==> config.mk <==
export PLATFORM = sky130hd
export DESIGN_NAME = id_ex_stage
export DESIGN_NICKNAME = d
export VERILOG_FILES = /design/src/rtl/riscv_structures.sv /design/src/rtl/rf_bypass.sv /design/src/rtl/id_ex_stage.sv
export SDC_FILE = /design/constraint.sdc
export NUM_CORES = 1
export LEC_CHECK = 0
export BUFFER_PORTS_ARGS = -buffer_cell sky130_fd_sc_hd__buf_2
export CAP_MARGIN = 20
export CORE_AREA = 4 4 139 141
export DETAILED_ROUTE_END_ITERATION = 16
export DIE_AREA = 0 0 143 145
export GPL_TIMING_DRIVEN = 0
export PLACE_DENSITY = 0.75
export SLEW_MARGIN = 20
export SYNTH_ARGS = -nofsm -noshare
export SYNTH_HDL_FRONTEND = slang
export SYNTH_SLANG_ARGS = --single-unit
export TNS_END_PERCENT = 20
==> constraint.sdc <==
create_clock -name clk -period 4.2 [get_ports clk]
set_input_delay 0.42 -clock clk [delete_from_list [all_inputs] [get_ports clk]]
set_output_delay 0.42 -clock clk [all_outputs]
set_load 0.01 [all_outputs]
==> src/rtl/riscv_structures.sv <==
// Shared RV32I pipeline types: decoded control word, bubble constant, widths.
package riscv_structures;

  localparam int unsigned XLEN_DEFAULT = 32;
  localparam int unsigned REG_IDX_W    = 5;

  typedef struct packed {
    logic [3:0] alu_op;
    logic       is_load;
    logic       is_store;
    logic       reg_write;
    logic       alu_src;
    logic       branch;
    logic       jump;
  } ctrl_t;

  localparam ctrl_t NOP_CTRL_DEFAULT = ctrl_t'(0);

  // True when a write-back to reg idx is architecturally visible (x0 never is).
  function automatic logic wb_hits(input logic [REG_IDX_W-1:0] idx,
                                   input logic [REG_IDX_W-1:0] wb_a3,
                                   input logic                 wb_we3);
    return wb_we3 && (wb_a3 != REG_IDX_W'(0)) && (wb_a3 == idx);
  endfunction

endpackage

==> src/rtl/rf_bypass.sv <==
// Write-back bypass mux for one source operand; hit flags a same-cycle write to rs.
module rf_bypass
  import riscv_structures::*;
#(
  parameter int unsigned XLEN = XLEN_DEFAULT
) (
  input  logic [REG_IDX_W-1:0] rs,
  input  logic [XLEN-1:0]      rf_d,
  input  logic [REG_IDX_W-1:0] wb_a3,
  input  logic                 wb_we3,
  input  logic [XLEN-1:0]      wb_wd,
  output logic [XLEN-1:0]      val,
  output logic                 hit
);

  always_comb begin
    hit = wb_hits(rs, wb_a3, wb_we3);
    val = hit ? wb_wd : rf_d;
  end

endmodule

==> src/rtl/id_ex_stage.sv <==
// Decode-to-execute pipeline register with write-back bypass, held-operand
// refresh and load-use stall. Define ID_EX_WB_BYPASS_EN to enable the bypass.
module id_ex_stage
  import riscv_structures::*;
#(
  parameter int unsigned XLEN     = XLEN_DEFAULT,
  parameter ctrl_t       NOP_CTRL = ctrl_t'(0)
) (
  input  logic                 clk,
  input  logic                 rst_n,
  input  logic                 in_valid,
  input  logic [XLEN-1:0]      in_pc,
  input  logic [REG_IDX_W-1:0] in_rs1,
  input  logic [REG_IDX_W-1:0] in_rs2,
  input  logic [REG_IDX_W-1:0] in_rd,
  input  logic [XLEN-1:0]      in_imm,
  input  ctrl_t                in_ctrl,
  input  logic                 stall,
  input  logic                 flush,
  output logic [REG_IDX_W-1:0] rf_a1,
  output logic [REG_IDX_W-1:0] rf_a2,
  input  logic [XLEN-1:0]      rf_d1,
  input  logic [XLEN-1:0]      rf_d2,
  input  logic [REG_IDX_W-1:0] wb_a3,
  input  logic                 wb_we3,
  input  logic [XLEN-1:0]      wb_wd,
  output logic                 hazard_stall,
  output logic                 ex_valid,
  output logic [XLEN-1:0]      ex_pc,
  output logic [XLEN-1:0]      ex_imm,
  output logic [XLEN-1:0]      ex_rs1_val,
  output logic [XLEN-1:0]      ex_rs2_val,
  output logic [REG_IDX_W-1:0] ex_rs1,
  output logic [REG_IDX_W-1:0] ex_rs2,
  output logic [REG_IDX_W-1:0] ex_rd,
  output ctrl_t                ex_ctrl
);

  logic                 ex_valid_q,   ex_valid_d;
  logic [XLEN-1:0]      ex_pc_q,      ex_pc_d;
  logic [XLEN-1:0]      ex_imm_q,     ex_imm_d;
  logic [XLEN-1:0]      ex_rs1_val_q, ex_rs1_val_d;
  logic [XLEN-1:0]      ex_rs2_val_q, ex_rs2_val_d;
  logic [REG_IDX_W-1:0] ex_rs1_q,     ex_rs1_d;
  logic [REG_IDX_W-1:0] ex_rs2_q,     ex_rs2_d;
  logic [REG_IDX_W-1:0] ex_rd_q,      ex_rd_d;
  ctrl_t                ex_ctrl_q,    ex_ctrl_d;

  logic                 byp_we_c;
  logic [XLEN-1:0]      cap1_val_c, cap2_val_c, hold1_val_c, hold2_val_c;
  logic                 cap1_hit_c, cap2_hit_c, hold1_hit_c, hold2_hit_c;

`ifdef ID_EX_WB_BYPASS_EN
  assign byp_we_c = wb_we3;
`else
  // With the bypass compiled out no snooped write ever matches.
  logic unused_wb_we3;
  assign unused_wb_we3 = wb_we3;
  assign byp_we_c      = 1'b0;
`endif

  assign rf_a1 = in_rs1;
  assign rf_a2 = in_rs2;

  rf_bypass #(.XLEN(XLEN)) u_cap1 (
    .rs(in_rs1), .rf_d(rf_d1), .wb_a3(wb_a3), .wb_we3(byp_we_c), .wb_wd(wb_wd),
    .val(cap1_val_c), .hit(cap1_hit_c)
  );
  rf_bypass #(.XLEN(XLEN)) u_cap2 (
    .rs(in_rs2), .rf_d(rf_d2), .wb_a3(wb_a3), .wb_we3(byp_we_c), .wb_wd(wb_wd),
    .val(cap2_val_c), .hit(cap2_hit_c)
  );
  rf_bypass #(.XLEN(XLEN)) u_hold1 (
    .rs(ex_rs1_q), .rf_d(ex_rs1_val_q), .wb_a3(wb_a3), .wb_we3(byp_we_c), .wb_wd(wb_wd),
    .val(hold1_val_c), .hit(hold1_hit_c)
  );
  rf_bypass #(.XLEN(XLEN)) u_hold2 (
    .rs(ex_rs2_q), .rf_d(ex_rs2_val_q), .wb_a3(wb_a3), .wb_we3(byp_we_c), .wb_wd(wb_wd),
    .val(hold2_val_c), .hit(hold2_hit_c)
  );

  // Capture-side hit flags are informational; the mux already applied them.
  logic unused_cap_hits;
  assign unused_cap_hits = cap1_hit_c ^ cap2_hit_c;

  assign hazard_stall = in_valid && ex_valid_q && ex_ctrl_q.is_load &&
                        (ex_rd_q != REG_IDX_W'(0)) &&
                        ((ex_rd_q == in_rs1) || (ex_rd_q == in_rs2));

  // Priority: flush > stall (with held refresh) > load-use bubble > capture.
  always_comb begin
    ex_valid_d   = ex_valid_q;
    ex_pc_d      = ex_pc_q;
    ex_imm_d     = ex_imm_q;
    ex_rs1_val_d = ex_rs1_val_q;
    ex_rs2_val_d = ex_rs2_val_q;
    ex_rs1_d     = ex_rs1_q;
    ex_rs2_d     = ex_rs2_q;
    ex_rd_d      = ex_rd_q;
    ex_ctrl_d    = ex_ctrl_q;

    if (flush) begin
      ex_valid_d = 1'b0;
      ex_ctrl_d  = NOP_CTRL;
    end else if (stall) begin
      if (ex_valid_q && hold1_hit_c) ex_rs1_val_d = hold1_val_c;
      if (ex_valid_q && hold2_hit_c) ex_rs2_val_d = hold2_val_c;
    end else if (hazard_stall) begin
      ex_valid_d = 1'b0;
      ex_ctrl_d  = NOP_CTRL;
    end else begin
      ex_valid_d   = in_valid;
      ex_pc_d      = in_pc;
      ex_imm_d     = in_imm;
      ex_rs1_val_d = cap1_val_c;
      ex_rs2_val_d = cap2_val_c;
      ex_rs1_d     = in_rs1;
      ex_rs2_d     = in_rs2;
      ex_rd_d      = in_rd;
      // Keep the invariant that an invalid slot always carries the bubble word.
      ex_ctrl_d    = in_valid ? in_ctrl : NOP_CTRL;
    end
  end

  always_ff @(posedge clk or negedge rst_n) begin
    if (!rst_n) begin
      ex_valid_q   <= 1'b0;
      ex_pc_q      <= '0;
      ex_imm_q     <= '0;
      ex_rs1_val_q <= '0;
      ex_rs2_val_q <= '0;
      ex_rs1_q     <= '0;
      ex_rs2_q     <= '0;
      ex_rd_q      <= '0;
      ex_ctrl_q    <= NOP_CTRL;
    end else begin
      ex_valid_q   <= ex_valid_d;
      ex_pc_q      <= ex_pc_d;
      ex_imm_q     <= ex_imm_d;
      ex_rs1_val_q <= ex_rs1_val_d;
      ex_rs2_val_q <= ex_rs2_val_d;
      ex_rs1_q     <= ex_rs1_d;
      ex_rs2_q     <= ex_rs2_d;
      ex_rd_q      <= ex_rd_d;
      ex_ctrl_q    <= ex_ctrl_d;
    end
  end

  assign ex_valid   = ex_valid_q;
  assign ex_pc      = ex_pc_q;
  assign ex_imm     = ex_imm_q;
  assign ex_rs1_val = ex_rs1_val_q;
  assign ex_rs2_val = ex_rs2_val_q;
  assign ex_rs1     = ex_rs1_q;
  assign ex_rs2     = ex_rs2_q;
  assign ex_rd      = ex_rd_q;
  assign ex_ctrl    = ex_ctrl_q;

endmodule

Yosys cells after proc, flatten, opt, wreduce, memory -nomap -nowiden. Index checks and enable logic that the tools add are counted. W data, S select, Z words.

Register bits: 154. Word-level logic and storage cells: 35. Input bits: 196. Output and inout port bits: 165.

Bitwise operators: 3. Multiplexer cells: 7. Equality and inequality tests: 3. Reduce and logical (&&, ||, !) cells: 7.

Operator list (number): $mux W10 (4); $eq A5 B5 Y1 (2); $reduce_bool A5 Y1 (1); $logic_and A1 B1 Y1 (4); $mux W1 (3); $not A1 Y1 (3); $reduce_and A3 Y1 (1); $ne A2 B1 Y1 const B (1); $logic_or A1 B1 Y1 (1).

Logic depth before layout (Yosys ltp).
Depth after elaboration: 7. Depth in mapped cells: 8. Mapped depth without buffers: 5.

Cells and area by module. From an unflattened synthesis, not the netlist that was laid out.

Cells, all modules: 1018. Area total of the unflattened synthesis: 10860.4 um2.

Modules (own cells, without submodules): id_ex_stage (cells an instance 838, instances 1, seq. area each 3853.7 um2, area an instance 8498.2 um2); rf_bypass (cells an instance 45, instances 4, seq. area each 0.0 um2, area an instance 590.6 um2).

Worst setup path after synthesis. OpenSTA, ideal clock, no wires.

Kind: input to register. Start point: input flush. End point: register ex_imm_q[0], in the netlist ex_imm[0]. Setup time: 125 ps. Buffers on the path: 3. Stages: 6. Arrival: 1667 ps. Required time: 4075 ps. Setup slack: 2408 ps. Cells stage by stage: nor2_1 -> a21boi_1 -> buf_6 -> buf_12 -> buf_12 -> mux2_4.

Word-level cells in the longest chain between the ends: 2.

RTL lines: start: declaration (line id_ex_stage.sv:19) `input logic flush,`; $not A1 Y1 (no line); $reduce_and A3 Y1 (no line); end signal: assignment (line id_ex_stage.sv:139) `ex_imm_q <= ex_imm_d;`; end: declaration (line id_ex_stage.sv:41) `logic [XLEN-1:0] ex_imm_q, ex_imm_d;`.

Every way passes these cells. A chain may end at the register's enable or synchronous reset.

Worst setup path after layout.
Start point: register ex_rd_q[4], in the netlist ex_rd[4]. End point: output hazard_stall.

Word-level cells in the longest chain between the ends: 3. Elaborated cells between the ends (all ways): 6. Classes of those cells: eq/ne: 2; reduce/logical: 4.

RTL lines: start: declaration (line id_ex_stage.sv:46) `logic [REG_IDX_W-1:0] ex_rd_q, ex_rd_d;`; start signal: assignment (line id_ex_stage.sv:144) `ex_rd_q <= ex_rd_d;`; $eq A5 B5 Y1 / $reduce_bool A5 Y1 (equally long branches) (line id_ex_stage.sv:88, id_ex_stage.sv:87); $logic_or A1 B1 Y1 / $logic_and A1 B1 Y1 (equally long branches) (line id_ex_stage.sv:88, id_ex_stage.sv:86); $logic_and A1 B1 Y1 * (line id_ex_stage.sv:87) `(ex_rd_q != REG_IDX_W'(0)) &&`; end: declaration (line id_ex_stage.sv:27) `output logic hazard_stall,`.

Every way passes the cells marked *; elsewhere a longest branch is shown, timed or not.

==> impl_results.md <==
- Status: complete, no violations
- Total power: 4.22 mW
- Worst-Skew Late Latency: 410 ps
- Share of layout cells above drive strength 1: 71.0%
- Die Wd: 143 um
- Crit path max-delay family: buffers and inverters
- Max Slew Vio Count: 0
- Crit path max fanout: 10
- CP max stage delay: 450 ps
- Via count: 4297
- R2r setup slk: 2260 ps
- Die footprint: 20700 um^2
- First-pass GRT wire length: 24.8 mm
- Arr. time, crit path: 2110 ps
- Residual DRC: 0
- Gr ovfl total: 0
- # Post-CTS Setup Buffers: 0
- Worst hold endpoint: ex_rs2_val[0]
- Starting DRT DRC Count: 82
- Worst vdd ir: 0.340 mV
- Final core occ: 49.6%
- Initial antenna violation count: 1
- Sequential area share after synthesis: 60.6%
- YS warnings: 0
- Number of global-route vias before repair: 4671
- Post-CTS Resized: 0
- Fin Setup TNS: 0 ps
- RD Place Congestion: 0.749
- Drt first pass iters: 4
- Worst-margin pin slew: 630 ps
- Setup Viol. Count Final: 0
- Hold_buf cts: 1
- GRT Util Overall: 15.3%
- Mapped Avg Cell Area: 16.6 um^2
- Slowest-stage cell, CP: dfrtp_1
- RR Startpoint: ex_rd[4]
- PwrDens: 473 nW/um^2
- Layout fillers: 1567
- Worst Hold Class: primary input to flop
- Reg clk slew, reported paths: 70 ps
- CTS H-Tree Depth: 4
- WL/cell: 16.9 um
- Crit. End Element: primary output
- PortBufs: 321
- Final #Nets: 921
- Mapped Area: 6360 um^2
- Num CTS Buffers: 17
- CTS tree: yes
- Die height: 145 um
- Clk buf depth: 2
- DR vias/cell: 4.45
- Reg-to-Reg End: ex_imm[2]
- Starting Density: 35.4%
- CTS sink cnt: 154
- Fmax: 395 MHz
- Worst clock skew: 13.9 ps
- Cell row count: 49
- Async S/R FF share, synth: 100%
- Number of flops mapped to enable cells by yosys: 0
- Max-cap violations: 0
- Area Growth Syn to Fin: 40.0%
- DP Wirelength: 12.4 mm
- Worst Path Required: 3780 ps
- Min cycle time layout: 2530 ps
- Worst Hold Depth: 2
- Crit start category: flop
- Crit Path Class: flop to primary output
- Worst path bufs/invs: 2
- Syn Nets: 579
- Yosys cell types: 22
- Final Hold Fails: 0
- Crit-path cells: xnor2_1 > nand3_1 > o22ai_2 > and2_1 > clkbuf_1 > buf_2
- RSZ-0062 raised after global routing: no
- Worst setup path startpoint: ex_rd[4]
- Final period util: 60.3%
- Lkg Pwr: 4.47 nW
- Hold Startpoint: rf_d2[0]
- Antenna-violating nets left: 0
- Pin count of the biggest net entering global routing: 82
- Mapped Cells: 383
- Rel. slew slack: 58.0%
- Synth Register Bits: 154
- Core ar.: 18000 um^2
- Routed WL: 16.3 mm
- Worst Reg-to-Reg Cells: 8
- Dominant synthesized flop cell: dfrtp_1
- IO Pins: 361
- Clock tree root driver cell: clkbuf_16
- Antenna cell count: 0
[flip-flops by register name (all words and copies together), names as in the netlist]
name and cells:
ex_imm 32, ex_rs1 5, ex_pc 32, ex_rs1_val 32, ex_ctrl 10, ex_rd 5
ex_rs2_val 32, ex_rs2 5, ex_valid 1
[cell usage in the layout, fill, tap and decap left out, types with 10 or more instances in the layout]
master | synthesis | layout
xnor2_1 | 10 | 10
nand3_1 | 10 | 10
buf_2 | 1 | 321
dfrtp_1 | 154 | 154
mux2_4 | 70 | 70
nand2_1 | 13 | 13
clkbuf_16 | 0 | 17
mux2_2 | 73 | 73
o21ai_0 | 10 | 10
buf_4 | 17 | 17
[area by class of cell]
class	instances	area, um^2	share of cell area, %
buffer	29	312	3.50
inverter	1	3.75	0.0421
clock inverter	12	163	1.83
multi-input combinational	199	2190	24.6
clock buffer	19	443	4.97
sequential	154	3850	43.3
timing repair buffer	323	1650	18.6
tap	229	287	3.22
[cells in the mapped netlist (2+ instances only)]
| cell type | instances | area share (%) |
|---|---|---|
| xnor2_1 | 10 | 1.4 |
| mux2_4 | 70 | 17 |
| clkbuf_1 | 2 | 0.12 |
| dfrtp_1 | 154 | 61 |
| nand2_1 | 13 | 0.77 |
| o21ai_0 | 10 | 0.79 |
| mux2_2 | 73 | 13 |
| buf_12 | 8 | 2.5 |
| buf_4 | 17 | 2.0 |
| nand3_1 | 10 | 0.79 |
| nor2_1 | 3 | 0.18 |
| nand3b_1 | 3 | 0.35 |
[per-stage QoR]
stage	instances	worst slack, ps	cell area, um^2	hold slack, ps
final	966	1670	8910	234
after global routing	966	1500	8910	205
after CTS	966	1620	8910	209
after detailed placement	934	1940	8290	448
after global placement	933	379	8260	460
after floorplan	383	2410	6360	124
[per-layer routing]
layer | global-route usage [%] | share of wire, %
met4 | 4.85 | 1.2
met5 | 0 | 0.080
met1 | 17.9 | 39
met3 | 5.82 | 9.8
met2 | 26.0 | 49
[cell families (layout without fill, tap and decap cells)]
kind of cell / after synthesis / after routing / share of synthesized area [%]
multiplexers: 143 / 143 / 29.4
flip-flops: 154 / 154 / 60.6
XOR/XNOR: 10 / 10 / 1.38
AND/OR/NAND/NOR: 32 / 32 / 2.36
AO/OA/AOI/OAI: 14 / 14 / 1.32
buffers and inverters: 30 / 384 / 4.95
[power breakdown]
part / internal (mW) / total, mW / leakage, nW / switching (mW)
Combinational: 0.466 / 0.836 / 2.36 / 0.370
Sequential: 1.69 / 1.80 / 1.83 / 0.112
Clock: 0.956 / 1.58 / 0.279 / 0.622
[worst max-delay path by stage]
stage,cells after the start,endpoint
after floorplan,6,ex_imm[0]
after global placement,1,ex_rs2_val[7]
after detailed placement,7,ex_rs1_val[13]
after CTS,6,hazard_stall
after global routing,6,hazard_stall
final,6,hazard_stall
Power figures use the tool's default switching activity.
